File: src/rtl/mux_scan_pkg.sv
// Shared mode encodings and helpers for the mux_scan_sel channel selector.
// Optional channel masking is enabled by defining MUX_SCAN_MASK_EN.
package mux_scan_pkg;

    localparam logic [1:0] MODE_MANUAL = 2'b00;
    localparam logic [1:0] MODE_AUTO   = 2'b01;
    localparam logic [1:0] MODE_HOLD   = 2'b10;

    function automatic int next_chan(input int cur, input int n);
        return (cur == n - 1) ? 0 : cur + 1;
    endfunction

endpackage

File: src/rtl/scan_dwell_counter.sv
// Dwell counter for auto-scan: ticks on the last cycle of each dwell.
// Optional channel masking is enabled by defining MUX_SCAN_MASK_EN.
module scan_dwell_counter #(
    parameter int DWELL = 4
) (
    input  logic clk,
    input  logic rst,
    input  logic en,
    input  logic clr,
    output logic tick
);

    localparam int CW = (DWELL > 1) ? $clog2(DWELL) : 1;
    localparam logic [CW-1:0] LAST = CW'(DWELL - 1);

    logic [CW-1:0] cnt_q;
    logic [CW-1:0] cnt_d;
    logic [CW-1:0] cnt_eff;

    // clr makes this cycle count as zero, so a fresh dwell is full length
    assign cnt_eff = clr ? '0 : cnt_q;
    assign tick    = en && (cnt_eff == LAST);

    always_comb begin
        cnt_d = cnt_eff;
        if (en) begin
            cnt_d = tick ? '0 : cnt_eff + 1'b1;
        end
    end

    always_ff @(posedge clk or posedge rst) begin
        if (rst) begin
            cnt_q <= '0;
        end else begin
            cnt_q <= cnt_d;
        end
    end

endmodule

File: src/rtl/mux_scan_sel.sv
// N-way W-bit registered channel selector: manual, auto-scan and hold modes.
// Define MUX_SCAN_MASK_EN to add the ch_mask channel-enable input.
module mux_scan_sel
    import mux_scan_pkg::*;
#(
    parameter int N     = 4,
    parameter int W     = 2,
    parameter int DWELL = 4
) (
    input  logic                 clk,
    input  logic                 rst,
    input  logic [N*W-1:0]       data_in,
    input  logic [$clog2(N)-1:0] sel,
    input  logic [1:0]           mode,
`ifdef MUX_SCAN_MASK_EN
    input  logic [N-1:0]         ch_mask,
`endif
    output logic [W-1:0]         data_out,
    output logic [$clog2(N)-1:0] cur_sel,
    output logic                 sel_chg
);

    localparam int SW = $clog2(N);
    localparam int NP = 1 << SW;

    logic [SW-1:0] cur_q, cur_d;
    logic [W-1:0]  data_q, data_d;
    logic          chg_q;
    logic          auto_q;
    logic          cnt_en, cnt_clr, tick;
    logic [SW-1:0] adv;
    logic [NP-1:0] mask_pad;

    // Zero padding makes out-of-range indices read as disabled
`ifdef MUX_SCAN_MASK_EN
    assign mask_pad = NP'(ch_mask);
`else
    assign mask_pad = NP'({N{1'b1}});
`endif

    function automatic logic [W-1:0] chan(
        input logic [N*W-1:0] d,
        input logic [SW-1:0]  idx
    );
        logic [W-1:0] r;
        r = '0;
        for (int k = 0; k < N; k++) begin
            if (int'(idx) == k) r = d[k*W +: W];
        end
        return r;
    endfunction

`ifdef MUX_SCAN_MASK_EN
    function automatic logic [SW-1:0] next_en(
        input logic [SW-1:0] cur,
        input logic [NP-1:0] m
    );
        logic [SW-1:0] r;
        int idx;
        r = cur;
        // Walk offsets high to low so the nearest enabled channel wins
        for (int i = N; i >= 1; i--) begin
            idx = int'(cur) + i;
            if (idx >= N) idx = idx - N;
            if (m[idx]) r = SW'(idx);
        end
        return r;
    endfunction

    assign adv = next_en(cur_q, mask_pad);
`else
    assign adv = SW'(next_chan(int'(cur_q), N));
`endif

    scan_dwell_counter #(
        .DWELL(DWELL)
    ) u_dwell (
        .clk (clk),
        .rst (rst),
        .en  (cnt_en),
        .clr (cnt_clr),
        .tick(tick)
    );

    always_comb begin
        cur_d   = cur_q;
        data_d  = data_q;
        cnt_en  = 1'b0;
        cnt_clr = 1'b0;
        unique case (mode)
            MODE_AUTO: begin
                cnt_en  = 1'b1;
                cnt_clr = !auto_q;
                if (tick) cur_d = adv;
                data_d = mask_pad[cur_d] ? chan(data_in, cur_d) : '0;
            end
            MODE_HOLD: begin
            end
            default: begin
                cnt_clr = 1'b1;
                if (mask_pad[sel]) begin
                    cur_d  = sel;
                    data_d = chan(data_in, sel);
                end else begin
                    data_d = '0;
                end
            end
        endcase
    end

    always_ff @(posedge clk or posedge rst) begin
        if (rst) begin
            cur_q  <= '0;
            data_q <= '0;
            chg_q  <= 1'b0;
            auto_q <= 1'b0;
        end else begin
            cur_q  <= cur_d;
            data_q <= data_d;
            chg_q  <= (cur_d != cur_q);
            auto_q <= (mode == MODE_AUTO);
        end
    end

    assign data_out = data_q;
    assign cur_sel  = cur_q;
    assign sel_chg  = chg_q;

endmodule

File: config.mk
export PLATFORM = sky130hd
export DESIGN_NAME = mux_scan_sel
export DESIGN_NICKNAME = d
export VERILOG_FILES = /design/src/rtl/mux_scan_pkg.sv /design/src/rtl/scan_dwell_counter.sv /design/src/rtl/mux_scan_sel.sv
export SDC_FILE = /design/constraint.sdc
export NUM_CORES = 1
export LEC_CHECK = 0
export ABC_CLOCK_PERIOD_IN_PS = 2700
export BUFFER_PORTS_ARGS = -buffer_cell sky130_fd_sc_hd__buf_2
export CAP_MARGIN = 20
export CORE_AREA = 4 4 41 43
export CTS_CLUSTER_SIZE = 8
export DETAILED_ROUTE_END_ITERATION = 10
export DIE_AREA = 0 0 45 47
export PLACE_DENSITY = 0.88
export SLEW_MARGIN = 20
export SYNTH_ARGS = -nofsm -noshare
export SYNTH_HDL_FRONTEND = slang
export SYNTH_SLANG_ARGS = --single-unit
File: constraint.sdc
create_clock -name clk -period 2.7 [get_ports clk]
set_input_delay 0.135 -clock clk [delete_from_list [all_inputs] [get_ports clk]]
set_output_delay 0.135 -clock clk [all_outputs]
set_load 0.005 [all_outputs]
==> results_dict.tcl, run 1 <==
set metrics [dict create \
    num_vias 634 \
    fin_crit_ps 2110 \
    path_max_fanout 8 \
    dpl_cell_area_sq_um 769 \
    setup-tns-final_ps 0 \
    grt_pass1_wl_microns 2660 \
    critPathRequiredTime_ps 2830 \
    rsz0062_at_grt "no" \
    grt_max_degree 15 \
    slowest_delay_ps 320 \
    synth_top_cell_area_share_pct 29.8 \
    worstPathArrival_ps 2240 \
    rows 13 \
    synthMuxAreaShare_pct 17.3 \
    synthSimpleGateAreaFrac_pct 15.1 \
    synth_common_cells "8 x dfrtp_1, 7 x inv_1, 7 x nand2_1" \
    critPathKind "primary input to register" \
    clockBufferDepth 2 \
    critical_path.startpoint_type "primary input" \
    synthAdderAreaFrac_pct 7.45 \
    clk_pin_slew_ps 50 \
    yosysMostFrequentCell "dfrtp_1" \
    crit_path_frequent_cell "ha_1" \
    dr.pass1.iters 4 \
    fin_util_pct 61.6 \
    place.gp.congestion 0.905 \
    yosysSeqAreaShare_pct 29.8 \
    synth_area_per_cell_sq_um 9.20 \
    drtIter0Drc 12 \
    wirelength_microns 1550 \
    finClkSkew_ps 2.60 \
    ir_drop_mv 0.190 \
    ios 19 \
    worstPathCellList "buf_2, inv_1, ha_1, mux2i_1, nor2b_1, ha_1, nand2_2, mux2_4, a21oi_1, a221oi_1, a221o_1" \
    crit_slowest_cell "ha_1" \
    synth_largest_area_cell "dfrtp_1" \
    synth_compound_area_share_pct 21.0 \
    p_leak_nw 0.413 \
    cts_tree "done" \
    drive_gt1_share_pct 30.4 \
    fmax_ghz 0.474 \
    netlist_area_sq_um 672 \
    drt-wirelength-per-cell_microns 14.5 \
    fin_nets 112 \
    max_cap_violations 0 \
    yosys_most_used_dff "dfrtp_1" \
    synth_enable_flop_cells 0 \
    gr-total-overflow 0 \
    synth_nets 91 \
    fillers 118 \
    p_total_uw 361 \
    port_buffers 18 \
    cts_made_buffers 3 \
    finalCritPeriodShare_pct 78.2 \
    cp-end-kind "register" \
    hold_class "primary input to register" \
    powerDensity_nw_per_um2 450 \
    synthXorXnorAreaFrac_pct 2.61 \
    diodes 0 \
    floorplan.die_area_sq_um 2120 \
    clock_latency_ps 250 \
    outcome "complete, no violations" \
    final_area_sq_um 802 \
    area_growth_pct 19.4 \
    synth_seq_cells 8 \
    track_usage_pct 17.4 \
    grt_pass1_vias 659 \
    synth_top_family_by_area "compound AO/OA/AOI/OAI gates" \
    cts_root_buffer "clkbuf_4" \
    coreArea_sq_um 1300 \
    clock_sinks 8 \
    htreeDepth 1 \
    die_w_microns 45 \
    die_y_microns 47 \
    synthArstFlopShare_pct 100 \
    grt_antenna_before_repair 0 \
    worst-path-buf-inv 2 \
    drt_drc_violations_left 0 \
    post-dp-hpwl_microns 1210 \
    setup_viol 0 \
    tightest_slew_ps 382 \
    synth_area_leaders "dfrtp_1 30%, ha_1 7.4%, mux4_2 6.7%" \
    start_util_pct 51.6 \
    vias_per_cell 5.93 \
    yosys_warnings 0 \
    final_hold_viol_count 0 \
    synth.distinct_cells 29 \
    timing.hold.ws_ps 174 \
    drtAntennaViolNets 0 \
    slew_headroom_pct 74.6 \
    final_max_slew_viol_count 0 \
    syn_inst 73 \
    critPathTopFamily "adder cells" \
]
-- layout make-up --
cell class | count | area, sq um | area share [%]
multi-input combinational | 54 | 427 | 53.2
sequential | 8 | 200 | 25.0
tap | 15 | 18.8 | 2.34
clock buffer | 3 | 22.5 | 2.81
timing repair buffer | 20 | 108 | 13.4
inverter | 7 | 26.3 | 3.28
-- metrics by stage --
step	std cells	setup WS (ps)
after floorplan	73	517
after global placement	103	449
after detailed placement	103	356
after CTS	107	623
after global routing	107	355
final	107	590
-- what timing repair did --
item / 4_1_cts / 5_1_grt
hold buffers: 1 / 0
buffers inserted: 0 / 0
hold endpoints to repair: 8 / 0
gates resized for setup: 0 / 0
-- power breakdown --
part	total [mW]	internal (mW)	switching, mW
clock	0.0890	0.0507	0.0383
combinational	0.121	0.0612	0.0602
sequential	0.151	0.134	0.0167
total	0.361	0.246	0.115
-- tightest hold or removal path, stage by stage --
cell and delay (ps):
buf_2 130, inv_1 60, a21oi_1 60
-- kinds of logic after synthesis --
group | after synthesis
AOI/OAI and AO/OA | 20
xor gates and xnor gates | 2
adders and majority gates | 4
buffers and inverters | 11
DFF | 8
muxes | 8
and+or+nand+nor | 20
-- layout by cell type, fill, tap and decap left out, types with 2 or more instances in the layout --
cell,instances
a21oi_1,4
a221o_1,2
a221oi_1,4
a22oi_1,2
buf_2,18
clkbuf_4,3
dfrtp_1,8
ha_1,4
inv_1,7
mux2_4,2
mux2i_1,3
mux4_2,2
nand2_1,7
nor2_1,4
nor2b_1,3
o21ai_0,3
o2bb2ai_1,2
-- worst paths after layout --
check,start,to,slack [ps],depth (start not counted)
max,mode[0],data_out[1]$_DFFE_PP0P_,590,11
min,sel[1],cur_sel[1]$_DFF_PP0_,170,3
max reg2reg,auto_q$_DFF_PP0_,data_out[1]$_DFFE_PP0P_,650,8
min reg2reg,data_out[1]$_DFFE_PP0P_,data_out[1]$_DFFE_PP0P_,520,1
max in group asynchronous,rst,cur_sel[0]$_DFF_PP0_,2110,3
min in group asynchronous,rst,u_dwell.cnt_q[0]$_DFF_PP0_,360,3
-- layer usage --
| metal | wire length [microns] | global-route usage, % |
|---|---|---|
| met2 | 789 | 29.4 |
| met1 | 640 | 20.4 |
| met4 | 29 | 9.36 |
| met3 | 86 | 4.21 |
| met5 | 0 | 0 |
-- flip-flops by register name (all words and copies together) (netlist names) --
register,cells
sel_chg,1
data_out,2
auto_q,1
u_dwell.cnt_q,2
cur_sel,2
Note: power is estimated with default switching activity, not from simulation.
==> inputs of run 2 (changes only) <==
Settings changed: ABC_CLOCK_PERIOD_IN_PS 2700 to 1790, CORE_AREA 4 4 41 43 to not set, CORE_MARGIN set to 4, CORE_UTILIZATION set to 45, DIE_AREA 0 0 45 47 to not set, PLACE_DENSITY 0.88 to 0.83.
Clock period 2.7 ns to 1.79 ns, I/O delays scaled along.
==> results_dict.tcl, run 2 (synthesized netlist as in run 1, its figures left out) <==
set metrics [dict create \
    outcome "complete, but fails checks" \
    violations "setup timing" \
    r2r_slack_ps -80 \
    worst-path-buf-inv 0 \
    hold-path-cell-count 3 \
    cp-startpoint "auto_q$_DFF_PP0_" \
    r2r-end "data_out[1]$_DFFE_PP0P_" \
    critical_path.startpoint_type "register" \
    die_w_microns 46.6 \
    grt_antenna_before_repair 0 \
    critPathTopFamily "multiplexers" \
    start_util_pct 49.8 \
    tightest_slew_ps 299 \
    use_met2_pct 24.5 \
    critPathKind "register to register" \
    critPathRequiredTime_ps 1920 \
    gr-total-overflow 0 \
    busiest_layer "met2" \
    final_max_slew_viol_count 0 \
    worstPathCellList "mux2i_1, nor2b_1, ha_2, nand2_2, mux2_4, a21oi_2, a221oi_2, a221o_1" \
    slew_headroom_pct 80.0 \
    grt_pass1_vias 585 \
    powerDensity_nw_per_um2 633 \
    die_y_microns 46.6 \
    fin_crit_ps 1870 \
    ir_drop_mv 0.222 \
    p_leak_nw 0.443 \
    finalNonFillerCells 113 \
    grt_max_degree 15 \
    clockBufferDepth 2 \
    coreArea_sq_um 1350 \
    cts_tree "done" \
    cts_root_buffer "clkbuf_4" \
    clock_latency_ps 250 \
    hold_class "primary input to register" \
    drive_gt1_share_pct 45.9 \
    cts_made_buffers 3 \
    reg2regPathDepth 8 \
    diodes 0 \
    worst-path-stages 8 \
    place.gp.congestion 0.789 \
    port_buffers 18 \
    setup_slack_ps -81.8 \
    ios 19 \
    wirelength_microns 1610 \
    vias_per_cell 5.82 \
    track_usage_pct 17.4 \
    htreeDepth 1 \
    rows 13 \
    endpoint "data_out[1]$_DFFE_PP0P_" \
    post-dp-hpwl_microns 1270 \
    worstPathArrival_ps 2000 \
    setup_viol 2 \
    p_total_uw 579 \
    drtIter0Drc 19 \
    use_met1_pct 24.3 \
    r2r-start "auto_q$_DFF_PP0_" \
    fmax_ghz 0.534 \
    path_max_fanout 5 \
    max_cap_violations 0 \
    fin_nets 118 \
    dp_cells 109 \
    drt_drc_violations_left 0 \
    drt-wirelength-per-cell_microns 14.3 \
    num_vias 658 \
    mostFrequentLayoutCell "buf_2" \
    area_growth_pct 35.9 \
    final_hold_viol_count 0 \
    drtAntennaViolNets 0 \
    finalCritPeriodShare_pct 105 \
    use_met3_pct 2.34 \
    setup-tns-final_ps -147 \
    cp-end-kind "register" \
    timing.hold.ws_ps 136 \
    hold_start "sel[1]" \
    slowest_delay_ps 370 \
    clock_sinks 8 \
    layout_common_cells "18 x buf_2, 8 x dfrtp_1, 7 x nand2_1, 7 x buf_4, 6 x inv_1" \
    fillers 106 \
    clk_pin_slew_ps 50 \
    finClkSkew_ps 2.40 \
    floorplan.die_area_sq_um 2180 \
    grt_pass1_wl_microns 2620 \
    dr.pass1.iters 4 \
    crit_slowest_cell "dfrtp_1" \
    rsz0062_at_grt "yes" \
]
## run 2: repair_timing
item                                    CTS  global route
endpoints found under the setup margin    2             3
gates resized for setup                   3             5
pin swaps                                 0             3
endpoints found under the hold margin     8             0
setup buffers                             0             0
hold buffers                              1             0
## run 2: through the flow
stage          cell area (sq um)  util (%)  setup slack, ps
2_1_floorplan                714         -             -108
3_3_place_gp                 850      62.9             -198
3_5_place_dp                 850      62.9             -239
4_1_cts                      892      66.1            -73.5
5_1_grt                      913      67.7             -209
6_report                     913      67.7            -81.8
## run 2: tightest hold or removal path: stages
cell	delay [ps]
buf_2	130
inv_1	50
a21oi_1	60
## run 2: where the power goes
| group | switching (mW) | internal [mW] |
|---|---|---|
| registers | 0.00934 | 0.202 |
| clock network | 0.0554 | 0.0763 |
| logic | 0.124 | 0.111 |
| total | 0.189 | 0.390 |
## run 2: per-layer routing
layer	part of all wire [%]	vias to the layer above
met5	0	-
met4	1.2	0
met3	6.1	2
met2	49	24
met1	44	311
li1	-	321
## run 2: layout make-up
cell class	instances	area [sq um]	share of cell area, %
Multi-Input combinational cell	54	480	52.6
Inverter	7	38.8	4.25
Clock buffer	3	22.5	2.47
Timing Repair Buffer	26	153	16.7
Sequential cell	8	200	21.9
Tap cell	15	18.8	2.05
## run 2: worst min-delay path by stage
stage and endpoint:
6_report cur_sel[1]$_DFF_PP0_, 2_1_floorplan auto_q$_DFF_PP0_, 3_5_place_dp sel_chg$_DFF_PP0_, 5_1_grt cur_sel[1]$_DFF_PP0_
4_1_cts cur_sel[1]$_DFF_PP0_, 3_3_place_gp sel_chg$_DFF_PP0_
==> inputs of run 3 (changes only) <==
Settings changed: CORE_MARGIN 4 to 2, GPL_ROUTABILITY_DRIVEN set to 1.
==> results_dict.tcl, run 3 (synthesized netlist as in run 1, its figures left out) <==
set metrics [dict create \
    fmax_ghz 0.520 \
    critPathRequiredTime_ps 1920 \
    rows 13 \
    wl_met3_microns 117 \
    drtAntennaViolNets 0 \
    drtIter0Drc 28 \
    grt_antenna_before_repair 0 \
    drive_gt1_share_pct 43.4 \
    seqPwrFrac_pct 36.0 \
    wirelength_microns 1780 \
    finalCritPeriodShare_pct 107 \
    p_clk_share_pct 22.6 \
    route.met2.wl_microns 879 \
    p_total_uw 587 \
    grt_pass1_vias 668 \
    dr.pass1.iters 4 \
    die_w_microns 42.6 \
    slew_headroom_pct 80.6 \
    p_int_uw 390 \
    cp-end-kind "register" \
    hold_class "primary input to register" \
    cts_root_buffer "clkbuf_4" \
    grt_max_degree 15 \
    num_vias 699 \
    outcome "complete, but fails checks" \
    top_layer "met4" \
    violations "setup timing" \
    critPathKind "register to register" \
    path_max_fanout 6 \
    mostFrequentLayoutCell "buf_2" \
    rsz0062_at_grt "yes" \
    timing.hold.ws_ps 134 \
    swShare_pct 33.6 \
    htreeDepth 1 \
    wl_met1_microns 728 \
    combPwrFrac_pct 41.4 \
    start_util_pct 49.8 \
    power_switching_uw 197 \
    fin_crit_ps 1920 \
    die_y_microns 42.6 \
    fin_nets 119 \
    worstPathArrival_ps 2050 \
    post-dp-hpwl_microns 1370 \
    track_usage_pct 20.9 \
    port_buffers 18 \
    grt_pass1_wl_microns 2870 \
    floorplan.die_area_sq_um 1820 \
    drt-wirelength-per-cell_microns 15.6 \
    setup_slack_ps -131 \
    clock_latency_ps 250 \
    tightest_slew_ps 290 \
    clock_sinks 8 \
    ios 19 \
    place.gp.congestion 0.809 \
    ir_drop_mv 0.267 \
    gr-total-overflow 0 \
    finClkSkew_ps 0.313 \
    setup_viol 2 \
    layout_common_cells "18 x buf_2, 8 x dfrtp_1, 8 x buf_4" \
    clockBufferDepth 2 \
    clk_pin_slew_ps 50 \
    cts_tree "done" \
    coreArea_sq_um 1350 \
    vias_per_cell 6.13 \
    diodes 0 \
    fillers 99 \
    final_max_slew_viol_count 0 \
    p_leak_nw 0.466 \
    fin_util_pct 68.2 \
    powerDensity_nw_per_um2 638 \
    post-place-ws_ps -280 \
    final_hold_viol_count 0 \
    area_growth_pct 37.1 \
    cts_made_buffers 3 \
    drt_drc_violations_left 0 \
    critical_path.startpoint_type "register" \
    max_cap_violations 0 \
]
==> run 3: final timing paths <==
check	from	endpoint	slack (ps)	cells after the start
worst max register to register	auto_q$_DFF_PP0_	data_out[1]$_DFFE_PP0P_	-130	8
min in group asynchronous	rst	auto_q$_DFF_PP0_	320	3
worst min-delay path	sel[1]	cur_sel[1]$_DFF_PP0_	130	3
worst min register to register	data_out[0]$_DFFE_PP0P_	data_out[0]$_DFFE_PP0P_	500	1
worst max-delay path	auto_q$_DFF_PP0_	data_out[1]$_DFFE_PP0P_	-130	8
max in group asynchronous	rst	data_out[0]$_DFFE_PP0P_	1250	3
==> run 3: layout make-up <==
class | instances | area [sq um] | share of cell area [%]
Tap cell | 15 | 18.8 | 2.04
Clock buffer | 3 | 22.5 | 2.45
Sequential cell | 8 | 200 | 21.7
Inverter | 7 | 38.8 | 4.21
Timing Repair Buffer | 27 | 160 | 17.4
Multi-Input combinational cell | 54 | 480 | 52.2
==> run 3: what timing repair did <==
action / 4_1_cts / 5_1_grt
gates resized for setup: 2 / 4
hold buffers: 1 / 0
pin swaps: 1 / 1
setup endpoints to repair: 2 / 3
hold endpoints to repair: 8 / 0
setup buffers: 2 / 0
==> run 3: power groups by stage <==
stage / Combinational (mW) / Sequential [mW] / Clock (mW)
2_1_floorplan: 0.144 / 0.216 / 0
3_3_place_gp: 0.210 / 0.214 / 0
3_5_place_dp: 0.222 / 0.214 / 0
4_1_cts: 0.229 / 0.211 / 0.137
5_1_grt: 0.265 / 0.214 / 0.144
6_report: 0.243 / 0.211 / 0.133
==> run 3: layer usage <==
layer	global-route usage, %	vias up
li1	-	323
met1	26.2	331
met2	34.5	36
met3	2.59	9
met4	10.6	0
met5	0	-
==> run 3: critical path, stage by stage, from the launching register on <==
cell and delay (ps):
dfrtp_1 340, mux2i_1 90, nor2b_1 200, ha_2 300
nand2_1 100, o21ai_0 170, o2bb2ai_1 190, a221oi_1 140
a221o_1 270
==> run 3: metrics by stage <==
stage | instance area (sq um) | TNS, ps | std cells
floorplan | 714 | -217 | 73
global placement | 842 | -386 | 108
detailed placement | 842 | -661 | 108
CTS | 901 | -197 | 114
global route | 921 | -531 | 114
finish | 921 | -260 | 114
